[src/rtl/bus_master_port.sv]
// bus_master_port: master-side endpoint of the serial system bus.
// Takes one read/write command from a local master and requests the bus
// from the arbiter. Once granted, it shifts the address (and write data)
// out MSB-first, or shifts read data in. It then completes with a
// one-cycle done pulse.
// Optional watchdog: define BUS_MASTER_TIMEOUT_EN to abort a transaction
// stuck in REQ, RDATA or WAIT_ACK for TIMEOUT_CYCLES cycles (done + error).
module bus_master_port #(
  parameter int ADDR_WIDTH      = 12,
  parameter int DATA_WIDTH      = 8,
  parameter int SLAVE_SEL_WIDTH = 2,
  parameter int TIMEOUT_CYCLES  = 64
) (
  input  logic                       clk,
  input  logic                       reset,
  input  logic                       start,
  input  logic                       rw,
  input  logic [ADDR_WIDTH-1:0]      addr,
  input  logic [DATA_WIDTH-1:0]      wdata,
  input  logic [SLAVE_SEL_WIDTH-1:0] slave_sel,
  output logic                       busy,
  output logic                       done,
  output logic                       error,
  output logic [DATA_WIDTH-1:0]      rdata,
  output logic                       m_request,
  output logic [SLAVE_SEL_WIDTH-1:0] m_slave_select,
  input  logic                       m_grant,
  output logic                       bus_out,
  output logic                       bus_out_valid,
  output logic                       bus_mode,
  input  logic                       bus_in,
  input  logic                       bus_in_valid,
  input  logic                       slave_ready
);

  localparam int MAX_W = (ADDR_WIDTH > DATA_WIDTH) ? ADDR_WIDTH : DATA_WIDTH;
  localparam int CNT_W = $clog2(MAX_W) + 1;
  localparam int TX_W  = ADDR_WIDTH + DATA_WIDTH;
  localparam logic [CNT_W-1:0] ADDR_LAST = CNT_W'(ADDR_WIDTH - 1);
  localparam logic [CNT_W-1:0] DATA_LAST = CNT_W'(DATA_WIDTH - 1);

  typedef enum logic [2:0] {
    S_IDLE, S_REQ, S_ADDR, S_WDATA, S_WAIT_ACK, S_RDATA, S_DONE
  } state_t;

  state_t state_reg, state_next;

  // Latched command; kept intact so a withdrawn grant can replay it.
  logic                       rw_reg;
  logic [ADDR_WIDTH-1:0]      addr_reg;
  logic [DATA_WIDTH-1:0]      wdata_reg;
  logic [SLAVE_SEL_WIDTH-1:0] sel_reg;

  // Working registers for the serial phases.
  logic [TX_W-1:0]       tx_reg;
  logic [CNT_W-1:0]      bit_cnt_reg;
  logic [DATA_WIDTH-2:0] rx_reg;
  logic [DATA_WIDTH-1:0] rx_word;
  logic [DATA_WIDTH-1:0] rdata_reg;

  // Control strobes from the FSM to the datapath.
  logic load_cmd, load_tx, shift_tx, bit_clr, bit_inc, rx_en, rdata_load;
  logic tmo_hit, tmo_fire;

  assign rx_word = {rx_reg, bus_in};

`ifdef BUS_MASTER_TIMEOUT_EN
  localparam int TMO_W = $clog2(TIMEOUT_CYCLES) + 1;
  localparam logic [TMO_W-1:0] TMO_LAST = TMO_W'(TIMEOUT_CYCLES - 1);

  logic [TMO_W-1:0] tmo_cnt_reg;
  logic             err_reg;

  // Watchdog: counts cycles spent in a waiting state, restarts on any state change.
  always_ff @(posedge clk or negedge reset) begin
    if (!reset) begin
      tmo_cnt_reg <= '0;
    end else if (state_next != state_reg) begin
      tmo_cnt_reg <= '0;
    end else if (state_reg inside {S_REQ, S_RDATA, S_WAIT_ACK}) begin
      tmo_cnt_reg <= tmo_cnt_reg + TMO_W'(1);
    end
  end

  // Error flag: set by a watchdog abort, cleared by the next accepted command.
  always_ff @(posedge clk or negedge reset) begin
    if (!reset) begin
      err_reg <= 1'b0;
    end else if (load_cmd) begin
      err_reg <= 1'b0;
    end else if (tmo_fire) begin
      err_reg <= 1'b1;
    end
  end

  assign tmo_hit = (tmo_cnt_reg == TMO_LAST);
  assign error   = done & err_reg;
`else
  // Keeps TIMEOUT_CYCLES referenced in builds without the watchdog.
  logic unused_cfg;
  assign unused_cfg = ^TIMEOUT_CYCLES;
  assign tmo_hit    = 1'b0;
  assign error      = 1'b0;
`endif

  // State register.
  always_ff @(posedge clk or negedge reset) begin
    if (!reset) begin
      state_reg <= S_IDLE;
    end else begin
      state_reg <= state_next;
    end
  end

  // Next-state logic, control strobes and Moore outputs.
  always_comb begin
    state_next    = state_reg;
    load_cmd      = 1'b0;
    load_tx       = 1'b0;
    shift_tx      = 1'b0;
    bit_clr       = 1'b0;
    bit_inc       = 1'b0;
    rx_en         = 1'b0;
    rdata_load    = 1'b0;
    tmo_fire      = 1'b0;
    busy          = (state_reg != S_IDLE);
    done          = 1'b0;
    m_request     = 1'b0;
    bus_out       = 1'b0;
    bus_out_valid = 1'b0;
    bus_mode      = 1'b0;
    case (state_reg)
      S_IDLE: begin
        if (start) begin
          load_cmd   = 1'b1;
          state_next = S_REQ;
        end
      end
      S_REQ: begin
        m_request = 1'b1;
        if (m_grant) begin
          load_tx    = 1'b1;
          bit_clr    = 1'b1;
          state_next = S_ADDR;
        end else if (tmo_hit) begin
          tmo_fire   = 1'b1;
          state_next = S_DONE;
        end
      end
      S_ADDR: begin
        m_request     = 1'b1;
        bus_out       = tx_reg[TX_W-1];
        bus_out_valid = 1'b1;
        bus_mode      = rw_reg;
        if (!m_grant) begin
          bit_clr    = 1'b1;
          state_next = S_REQ;
        end else begin
          shift_tx = 1'b1;
          if (bit_cnt_reg == ADDR_LAST) begin
            bit_clr    = 1'b1;
            state_next = rw_reg ? S_WDATA : S_RDATA;
          end else begin
            bit_inc = 1'b1;
          end
        end
      end
      S_WDATA: begin
        m_request     = 1'b1;
        bus_out       = tx_reg[TX_W-1];
        bus_out_valid = 1'b1;
        bus_mode      = rw_reg;
        if (!m_grant) begin
          bit_clr    = 1'b1;
          state_next = S_REQ;
        end else begin
          shift_tx = 1'b1;
          if (bit_cnt_reg == DATA_LAST) begin
            bit_clr    = 1'b1;
            state_next = S_WAIT_ACK;
          end else begin
            bit_inc = 1'b1;
          end
        end
      end
      S_WAIT_ACK: begin
        m_request = 1'b1;
        bus_mode  = rw_reg;
        if (!m_grant) begin
          bit_clr    = 1'b1;
          state_next = S_REQ;
        end else if (slave_ready) begin
          state_next = S_DONE;
        end else if (tmo_hit) begin
          tmo_fire   = 1'b1;
          state_next = S_DONE;
        end
      end
      S_RDATA: begin
        m_request = 1'b1;
        bus_mode  = rw_reg;
        if (!m_grant) begin
          bit_clr    = 1'b1;
          state_next = S_REQ;
        end else if (bus_in_valid) begin
          rx_en = 1'b1;
          if (bit_cnt_reg == DATA_LAST) begin
            rdata_load = 1'b1;
            bit_clr    = 1'b1;
            state_next = S_DONE;
          end else begin
            bit_inc = 1'b1;
          end
        end else if (tmo_hit) begin
          tmo_fire   = 1'b1;
          state_next = S_DONE;
        end
      end
      S_DONE: begin
        done       = 1'b1;
        state_next = S_IDLE;
      end
      default: begin
        state_next = S_IDLE;
      end
    endcase
  end

  // Datapath: command latch, transmit shifter, bit counter, receive assembly.
  always_ff @(posedge clk or negedge reset) begin
    if (!reset) begin
      rw_reg      <= 1'b0;
      addr_reg    <= '0;
      wdata_reg   <= '0;
      sel_reg     <= '0;
      tx_reg      <= '0;
      bit_cnt_reg <= '0;
      rx_reg      <= '0;
      rdata_reg   <= '0;
    end else begin
      if (load_cmd) begin
        rw_reg    <= rw;
        addr_reg  <= addr;
        wdata_reg <= wdata;
        sel_reg   <= slave_sel;
      end
      // Reloaded on every grant so a replay restarts from the address MSB.
      if (load_tx) begin
        tx_reg <= {addr_reg, wdata_reg};
      end else if (shift_tx) begin
        tx_reg <= {tx_reg[TX_W-2:0], 1'b0};
      end
      if (bit_clr) begin
        bit_cnt_reg <= '0;
      end else if (bit_inc) begin
        bit_cnt_reg <= bit_cnt_reg + CNT_W'(1);
      end
      if (rx_en) begin
        rx_reg <= rx_word[DATA_WIDTH-2:0];
      end
      if (rdata_load) begin
        rdata_reg <= rx_word;
      end
    end
  end

  assign rdata          = rdata_reg;
  assign m_slave_select = m_request ? sel_reg : '0;

endmodule

[config.mk]
export PLATFORM = sky130hd
export DESIGN_NAME = bus_master_port
export DESIGN_NICKNAME = d
export VERILOG_FILES = /design/src/rtl/bus_master_port.sv
export SDC_FILE = /design/constraint.sdc
export NUM_CORES = 1
export LEC_CHECK = 0
export BUFFER_PORTS_ARGS = -buffer_cell sky130_fd_sc_hd__buf_2
export CORE_MARGIN = 2
export CORE_UTILIZATION = 40
export CTS_CLUSTER_SIZE = 25
export DETAILED_ROUTE_END_ITERATION = 7
export PLACE_DENSITY = 0.67
export SETUP_SLACK_MARGIN = 0.3
export SYNTH_ARGS = -nofsm -noshare
export SYNTH_HDL_FRONTEND = slang
export SYNTH_SLANG_ARGS = --single-unit
[constraint.sdc]
create_clock -name clk -period 3.2 [get_ports clk]
set_clock_uncertainty 0.1 [all_clocks]
set_input_delay 0.32 -clock clk [delete_from_list [all_inputs] [get_ports clk]]
set_output_delay 0.32 -clock clk [all_outputs]
set_load 0.05 [all_outputs]
==> flow_metrics.tcl, run 1 <==
set metrics [dict create \
    grt_pass1_wl_um 9710 \
    seqPwrFrac_pct 42.8 \
    crit_type "register to primary output" \
    cts-root-buf "clkbuf_8" \
    dr.pass1.iters 6 \
    hold_viol 0 \
    synth_edf_count 0 \
    gr-total-overflow 0 \
    vdd_ir_drop_max_v 0.000388 \
    cts-buffers-inserted 9 \
    use_met2_pct 22.6 \
    nets 329 \
    initial_core_util_pct 41.7 \
    worst_pin_slew_ns 0.735 \
    yosys-top-cells-count "dfrtp_1 (66), nand2_1 (40), mux2_2 (28)" \
    swShare_pct 36.7 \
    ys.flop_type "dfrtp_1" \
    fp.dieW_um 91.2 \
    use_met3_pct 4.81 \
    power_density_nw_per_um2 890 \
    cp-start-kind "register" \
    hold_path.class "primary input to register" \
    die_h_um 91.2 \
    largest_register_ffs 20 \
    min_period_ns 2.26 \
    final.period_utilization_pct 70.7 \
    stdcell_area_um2 3550 \
    ys_async_sr_fraction_pct 100 \
    yosys.area.top_type "dfrtp_1" \
    setup_viol 0 \
    placed_area_um2 3330 \
    postCtsSetupRepairBufs 0 \
    synth_area_um2 3040 \
    clk_latency_ns 0.35 \
    grt.busiest_layer "met2" \
    drv_slew 0 \
    p_int_mw 2.00 \
    path_max_fanout 17 \
    timing.hold.ws_ns 0.0857 \
    synth_most_common_cell "dfrtp_1" \
    antenna_found_initial 0 \
    syn2layout_area_growth_pct 16.7 \
    timing.setup.tns_ns 0 \
    syn_inst 254 \
    via_count 2064 \
    post_drt_wl_per_cell_um 14.3 \
    endpoint_kind "primary output" \
    grt_usage_pct 14.9 \
    row_count 31 \
    port-buffer-count 45 \
    clkSlewWorstSetupHoldPaths_ns 0.07 \
    antenna_cells 0 \
    yosysTopAreaCellShare_pct 54.3 \
    drive_gt1_share_pct 35.8 \
    ant_nets 0 \
    switchingPower_mw 1.16 \
    power_frac_comb_pct 34.3 \
    status "complete, no violations" \
    arrival_ns 1.84 \
    via_per_inst 5.15 \
    grt_start_max_net_pins 28 \
    clkPwrFrac_pct 23.0 \
    synth.yosys.seq_area_share_pct 54.3 \
    io_pins 47 \
    drc_errors 0 \
    core-area_um2 7290 \
    ys_ff_latch 66 \
    crit_required_ns 2.78 \
    htree_levels 3 \
    dp_hpwl_um 3830 \
    ys_types 43 \
    cts_tree "yes" \
    fin_total_pwr_mw 3.16 \
    cts.sink_count 66 \
    grt_setup_unrepaired "false" \
    use_met1_pct 20.0 \
    drt_iter0_drc 91 \
    ys_warn_count 0 \
    place_congestion 0.865 \
    cap_violations 0 \
    synth_nets 285 \
    fp.dieArea_um2 8310 \
    power_leakage_nw 1.73 \
    drt_wl_total_um 5740 \
    postCtsResizedCells 0 \
    relSlewSlack_pct 51.0 \
    synth_area_per_cell_um2 12.0 \
    grt_pass1_vias 1994 \
    clock_path_buffers 2 \
    fmax_ghz 0.442 \
    synth.area.top_cells "dfrtp_1 (54%), mux2_2 (10%), nand2_1 (4.9%)" \
]
[path summary, 6_finish.rpt]
kind / cells past startpoint / from / slack (ns) / end
max in group asynchronous: 3 / reset / 1.86 / addr_reg[1]
worst max-delay path: 4 / state_reg[1] / 0.94 / m_slave_select[0]
worst max register to register: 5 / bit_cnt_reg[0] / 1.06 / bit_cnt_reg[0]
min in group asynchronous: 2 / reset / 0.42 / rdata[6]
worst min-delay path: 2 / addr[7] / 0.09 / addr_reg[7]
worst min register to register: 2 / tx_reg[15] / 0.38 / tx_reg[15]
[cell usage in the layout, fill, tap and decap left out, drive strengths merged, types with 2 or more instances in the layout]
master,instances
a211oi,2
a21oi,7
a22oi,18
and2,6
and3,4
and3b,2
buf,50
clkbuf,13
dfrtp,66
inv,6
mux2,39
mux2i,6
nand2,40
nand2b,3
nor4bb,2
o2111ai,5
o211ai,3
o21a,2
o21ai,7
or2,2
[metal layers]
metal | part of all wire [%] | vias to the layer above
met5 | 0 | -
met2 | 45 | 55
met3 | 5.6 | 10
met4 | 1.7 | 0
li1 | - | 998
met1 | 48 | 1001
[kinds of logic (layout without fill, tap and decap cells)]
group           after synthesis  count (layout)  share of synthesized area (%)
simple gates                 67              67                           11.6
other cells                   1               1                          0.123
mux                          45              45                           17.4
xor+xnor                      1               1                          0.288
buf+inv                      24              72                           4.32
compound gates               49              49                           11.5
fa+ha+maj                     1               1                          0.412
flops                        66              66                           54.3
[cell type report]
type                    count  area, um^2
well taps                  99         124
multi-input cells         164        1270
clock buffers              13         169
clock inverters             2        35.0
inverters                   6        22.5
fillers                   692        3750
flip-flops and latches     66        1650
repair buffers             51         273
[per-stage QoR]
step	cells	utilization, %	worst slack [ns]
floorplan	254	-	0.711
global placement	385	45.7	1.15
finish	401	48.6	0.938
global route	401	48.6	0.773
detailed placement	385	45.7	1.13
CTS	401	48.6	0.913
[power groups by stage]
| stage | registers, mW | logic, mW | clock network (mW) |
|---|---|---|---|
| floorplan | 1.26 | 0.940 | 0 |
| global placement | 1.36 | 1.07 | 0 |
| detailed placement | 1.36 | 1.09 | 0 |
| CTS | 1.35 | 1.10 | 0.745 |
| global route | 1.39 | 1.20 | 0.781 |
| finish | 1.35 | 1.08 | 0.725 |
[critical path, stage by stage (launching register included)]
cell and delay, ns:
dfrtp_1 0.69, nor3_1 0.17, a21oi_1 0.23, and2_1 0.16, buf_2 0.25
[timing repair]
item	4_1_cts	5_1_grt
endpoints found under the hold margin	25	0
endpoints found under the setup margin	0	0
hold buffers	1	0
Power figures use the tool's default switching activity.
==> inputs of run 2 (changes only) <==
Settings changed: ABC_AREA from default to 1, PLACE_DENSITY 0.67 to 0.69.
Clock period 3.2 ns to 2 ns, I/O delays scaled along.
==> flow_metrics.tcl, run 2 <==
set metrics [dict create \
    cap_violations 0 \
    cp-start-kind "register" \
    cp-startpoint "state_reg[1]" \
    syn2layout_area_growth_pct 32.8 \
    gr-total-overflow 0 \
    yosys.area.top_type "dfrtp_1" \
    drv_slew 0 \
    fp.dieW_um 93.2 \
    power_leakage_nw 2.03 \
    post_drt_wl_per_cell_um 14.0 \
    setup_ws_ns 0.279 \
    arrival_ns 1.42 \
    initial_core_util_pct 41.2 \
    synth_edf_count 0 \
    clk_latency_ns 0.34 \
    fp.dieArea_um2 8680 \
    ys.flop_type "dfrtp_1" \
    grt_pass1_wl_um 12000 \
    htree_levels 3 \
    core-area_um2 7730 \
    p_int_mw 3.57 \
    cts.sink_count 66 \
    grt_usage_pct 17.7 \
    syn_inst 333 \
    yosys-top-cells-count "nand2_1 (80), dfrtp_1 (66), inv_1 (40)" \
    via_count 2608 \
    port-buffer-count 45 \
    die_h_um 93.2 \
    final.period_utilization_pct 86.0 \
    largest_register_ffs 20 \
    synth_most_common_cell "nand2_1" \
    final_cells 521 \
    antenna_found_initial 0 \
    ant_nets 0 \
    pre_cts_ws_ns 0.182 \
    switchingPower_mw 2.35 \
    hold_viol 0 \
    synth_nets 364 \
    dp_hpwl_um 4320 \
    rr_startpoint "state_reg[2]" \
    cts-root-buf "clkbuf_8" \
    ys_warn_count 0 \
    drc_errors 0 \
    cts_tree "yes" \
    stdcell_area_um2 4230 \
    synth.yosys.seq_area_share_pct 51.9 \
    drt_iter0_drc 222 \
    grt_setup_unrepaired "true" \
    timing.hold.ws_ns 0.0108 \
    fmax_ghz 0.581 \
    ys_types 33 \
    final_cell_mix "nand2_1 (71), dfrtp_1 (63), inv_1 (39), buf_2 (37), mux2_2 (19)" \
    ys_async_sr_fraction_pct 100 \
    crit_required_ns 1.70 \
    io_pins 47 \
    ys_ff_latch 66 \
    synth_area_um2 3180 \
    status "complete, no violations" \
    antenna_cells 0 \
    relSlewSlack_pct 57.1 \
    min_period_ns 1.72 \
    dr.pass1.iters 6 \
    synth.area.top_cells "dfrtp_1 (52%), nand2_1 (9.4%), mux2_2 (6.7%)" \
    power_frac_comb_pct 46.7 \
    path_max_fanout 4 \
    clock_path_buffers 2 \
    via_per_inst 5.01 \
    grt_pass1_vias 2622 \
    placed_area_um2 3470 \
    clkSlewWorstSetupHoldPaths_ns 0.07 \
    drive_gt1_share_pct 38.2 \
    synth_area_per_cell_um2 9.55 \
    endpoint_kind "primary output" \
    setup_viol 0 \
    nets 447 \
    swShare_pct 39.6 \
    min_from "slave_sel[1]" \
    yosysTopAreaCellShare_pct 51.9 \
    drt_wl_total_um 7280 \
    cts-buffers-inserted 9 \
    vdd_ir_drop_max_v 0.000980 \
    timing.setup.tns_ns 0 \
    clkPwrFrac_pct 17.2 \
    grt_start_max_net_pins 28 \
    seqPwrFrac_pct 36.1 \
    power_density_nw_per_um2 1400 \
    worst_pin_slew_ns 0.643 \
    dpl.cell_count 472 \
    row_count 32 \
    place_congestion 0.859 \
    final_common_cell "nand2_1" \
    crit_type "register to primary output" \
    hold_path.class "primary input to register" \
]
==> run 2: changes by cell type after synthesis, sizes merged, moves of 13 or more <==
| cell | delta |
|---|---|
| mux2 | -20 |
| a22oi | -17 |
| nor2 | +28 |
| nand2 | +42 |
| o221ai | +15 |
| o21ai | +13 |
| inv | +39 |
| nand3 | +24 |
==> run 2: logic make-up (layout without fill, tap and decap cells) <==
| logic type | count (synthesis) | in the layout | synth area share [%] |
|---|---|---|---|
| AND/OR/NAND/NOR | 142 | 143 | 21.2 |
| multiplexers | 19 | 19 | 6.73 |
| flip-flops | 66 | 66 | 51.9 |
| adder cells (fa/ha/maj) | 1 | 1 | 0.393 |
| other | 1 | 1 | 0.118 |
| AO/OA/AOI/OAI | 44 | 44 | 9.87 |
| buffers and inverters | 58 | 143 | 9.17 |
| XOR/XNOR | 2 | 2 | 0.551 |
==> run 2: layer usage <==
layer | up-vias | routed length, um | share of wire, % | track usage, %
met5 | - | 0 | 0 | 0
met1 | 1267 | 3200 | 44 | 22.6
met4 | 0 | 167 | 2.3 | 7.84
li1 | 1254 | - | - | -
met2 | 74 | 3550 | 49 | 28.7
met3 | 13 | 366 | 5.0 | 4.11
==> run 2: layout make-up <==
cell class	instances	area [um^2]
fillers	655	3500
flip-flops and latches	66	1660
multi-input cells	210	1420
repair buffers	84	666
inverters	45	181
clock buffers	12	165
well taps	102	128
clock inverters	2	12.5
==> run 2: per-stage QoR <==
| step | util (%) | total power [mW] |
|---|---|---|
| final | 54.7 | 5.92 |
| after global routing | 54.7 | 6.29 |
| after CTS | 51.9 | 5.59 |
| after detailed placement | 44.9 | 4.18 |
| after global placement | 44.9 | 4.12 |
| after floorplan | - | 3.78 |
==> run 2: path summary, 6_finish.rpt <==
kind | to | slack [ns] | cells past startpoint
max | m_slave_select[0] | 0.28 | 6
min | sel_reg[1] | 0.01 | 3
max reg2reg | state_reg[1] | 0.31 | 8
min reg2reg | rdata[4] | 0.38 | 2
max in group asynchronous | rdata[5] | 0.84 | 3
min in group asynchronous | tx_reg[16] | 0.33 | 2
==> run 2: power by group through the flow <==
stage	Combinational, mW	Sequential, mW	Clock [mW]
finish	2.76	2.13	1.02
floorplan	1.74	2.05	0
global placement	1.95	2.17	0
global route	3.00	2.19	1.10
CTS	2.43	2.13	1.04
detailed placement	1.99	2.19	0
==> run 2: worst max-delay path: stages, from the launching register on <==
cell     delay [ns]
dfrtp_2        0.48
inv_6          0.10
nand2_4        0.05
nor2_4         0.13
nor2_4         0.06
nor2_2         0.10
buf_6          0.17
==> run 2: repair_timing <==
item,in CTS,in global routing
pin swaps,4,10
hold buffers,18,0
setup buffers,10,6
setup endpoints to repair,54,48
resized for setup,28,42
gates cloned,1,0
hold endpoints to repair,42,0
==> inputs of run 3 (changes only) <==
Settings changed: ABC_AREA 1 to default.
==> flow_metrics.tcl, run 3 (synthesized netlist as in run 1, its figures left out) <==
set metrics [dict create \
    stdcell_area_um2 4390 \
    min_period_ns 1.88 \
    power_density_nw_per_um2 1420 \
    clkSlewWorstSetupHoldPaths_ns 0.07 \
    io_pins 47 \
    nets 382 \
    hold_path_depth 4 \
    via_per_inst 5.15 \
    fp.dieW_um 91.2 \
    r2r_slack_ns 0.15 \
    min_from "slave_ready" \
    worstHoldEndpoint "state_reg[1]" \
    endpoint_kind "primary output" \
    final.period_utilization_pct 94.2 \
    cts-root-buf "clkbuf_8" \
    fmax_ghz 0.531 \
    power_leakage_nw 2.10 \
    swShare_pct 35.9 \
    grt_start_max_net_pins 67 \
    final_cells 453 \
    syn2layout_area_growth_pct 44.6 \
    ant_nets 0 \
    place_congestion 0.887 \
    post_drt_wl_per_cell_um 15.7 \
    p_int_mw 4.00 \
    antenna_found_initial 0 \
    rr_worst_depth 7 \
    largest_register_ffs 20 \
    cap_violations 0 \
    fin_total_pwr_mw 6.24 \
    drv_slew 0 \
    dp_hpwl_um 4040 \
    path_max_fanout 6 \
    cp-startpoint "state_reg[1]" \
    hold_path.class "primary input to register" \
    cts-buffers-inserted 9 \
    cp-start-kind "register" \
    switchingPower_mw 2.24 \
    cts_tree "yes" \
    clkPwrFrac_pct 16.6 \
    crit_chain "buf_4 > buf_4 > a21oi_4 > and2_4 > buf_8" \
    slowest_stage "dfrtp_2" \
    clock_path_buffers 2 \
    path_buf_inv 3 \
    vdd_ir_drop_max_v 0.000679 \
    cpMostUsedCell "buf_4" \
    core-area_um2 7290 \
    final_common_cell "dfrtp_1" \
    setup_ws_ns 0.116 \
    hold_viol 0 \
    crit_type "register to primary output" \
    gr-total-overflow 0 \
    critPathTopFamily "flip-flops" \
    dpl.cell_count 391 \
    setup_viol 0 \
    arrival_ns 1.58 \
    pre_cts_ws_ns 0.0397 \
    initial_core_util_pct 41.7 \
    grt_pass1_vias 2327 \
    power_frac_comb_pct 48.7 \
    drt_wl_total_um 7110 \
    fp.dieArea_um2 8310 \
    die_h_um 91.2 \
    grt_usage_pct 17.4 \
    drc_errors 0 \
    timing.hold.ws_ns 0.168 \
    post-route-util_pct 60.3 \
    drt_iter0_drc 115 \
    row_count 31 \
    antenna_cells 0 \
    grt_pass1_wl_um 11300 \
    seqPwrFrac_pct 34.7 \
    timing.setup.tns_ns 0 \
    clk_latency_ns 0.34 \
    dr.pass1.iters 5 \
    drive_gt1_share_pct 46.3 \
    placed_area_um2 3440 \
    rr_startpoint "state_reg[1]" \
    max_stage_delay_ns 0.47 \
    grt_setup_unrepaired "true" \
    final_cell_mix "dfrtp_1 (63), nand2_1 (40), buf_2 (38), mux2_4 (31), dlygate4sd3_1 (25)" \
    via_count 2334 \
    port-buffer-count 45 \
    r2r_end "bit_cnt_reg[0]" \
    status "complete, no violations" \
    htree_levels 3 \
    cts.sink_count 66 \
    crit_required_ns 1.70 \
]
run 3: per-layer routing:
metal	track usage [%]	wire length, um	up-vias
met5	0	0	-
met1	20.8	3010	1163
li1	-	-	1105
met3	5.81	303	9
met2	29.4	3700	57
met4	5.93	99	0
run 3: worst max-delay path by stage:
stage | cells after the start | slack (ns) | end
3_3_place_gp | 4 | 0.14 | rdata[2]
5_1_grt | 7 | 0.03 | bit_cnt_reg[2]
3_5_place_dp | 5 | 0.04 | bit_cnt_reg[0]
2_1_floorplan | 7 | 0.21 | rdata[0]
4_1_cts | 5 | 0.20 | m_slave_select[0]
6_report | 5 | 0.12 | m_slave_select[1]
run 3: layout make-up:
cell class | instances | area (um^2)
Multi-Input combinational cell | 164 | 1510
Sequential cell | 66 | 1660
Fill cell | 599 | 2900
Inverter | 6 | 31.3
Clock buffer | 11 | 131
Tap cell | 99 | 124
Timing Repair Buffer | 104 | 901
Clock inverter | 3 | 42.5
run 3: power by group through the flow:
stage / Sequential [mW] / Combinational [mW] / Clock, mW
floorplan: 2.02 / 1.60 / 0
global placement: 2.17 / 1.88 / 0
detailed placement: 2.18 / 1.93 / 0
CTS: 2.14 / 2.46 / 1.07
global route: 2.23 / 3.26 / 1.13
finish: 2.17 / 3.04 / 1.04
run 3: worst min-delay path, cell delays in order:
cell and delay [ns]:
buf_2 0.11, nand3_1 0.08, o21a_1 0.11, o22ai_1 0.07
run 3: timing repair:
item	in CTS	in global routing
resized for setup	41	52
cloned	1	0
hold buffers	25	0
setup endpoints to repair	72	73
pin swaps	13	6
hold endpoints to repair	91	0
setup buffers	13	9
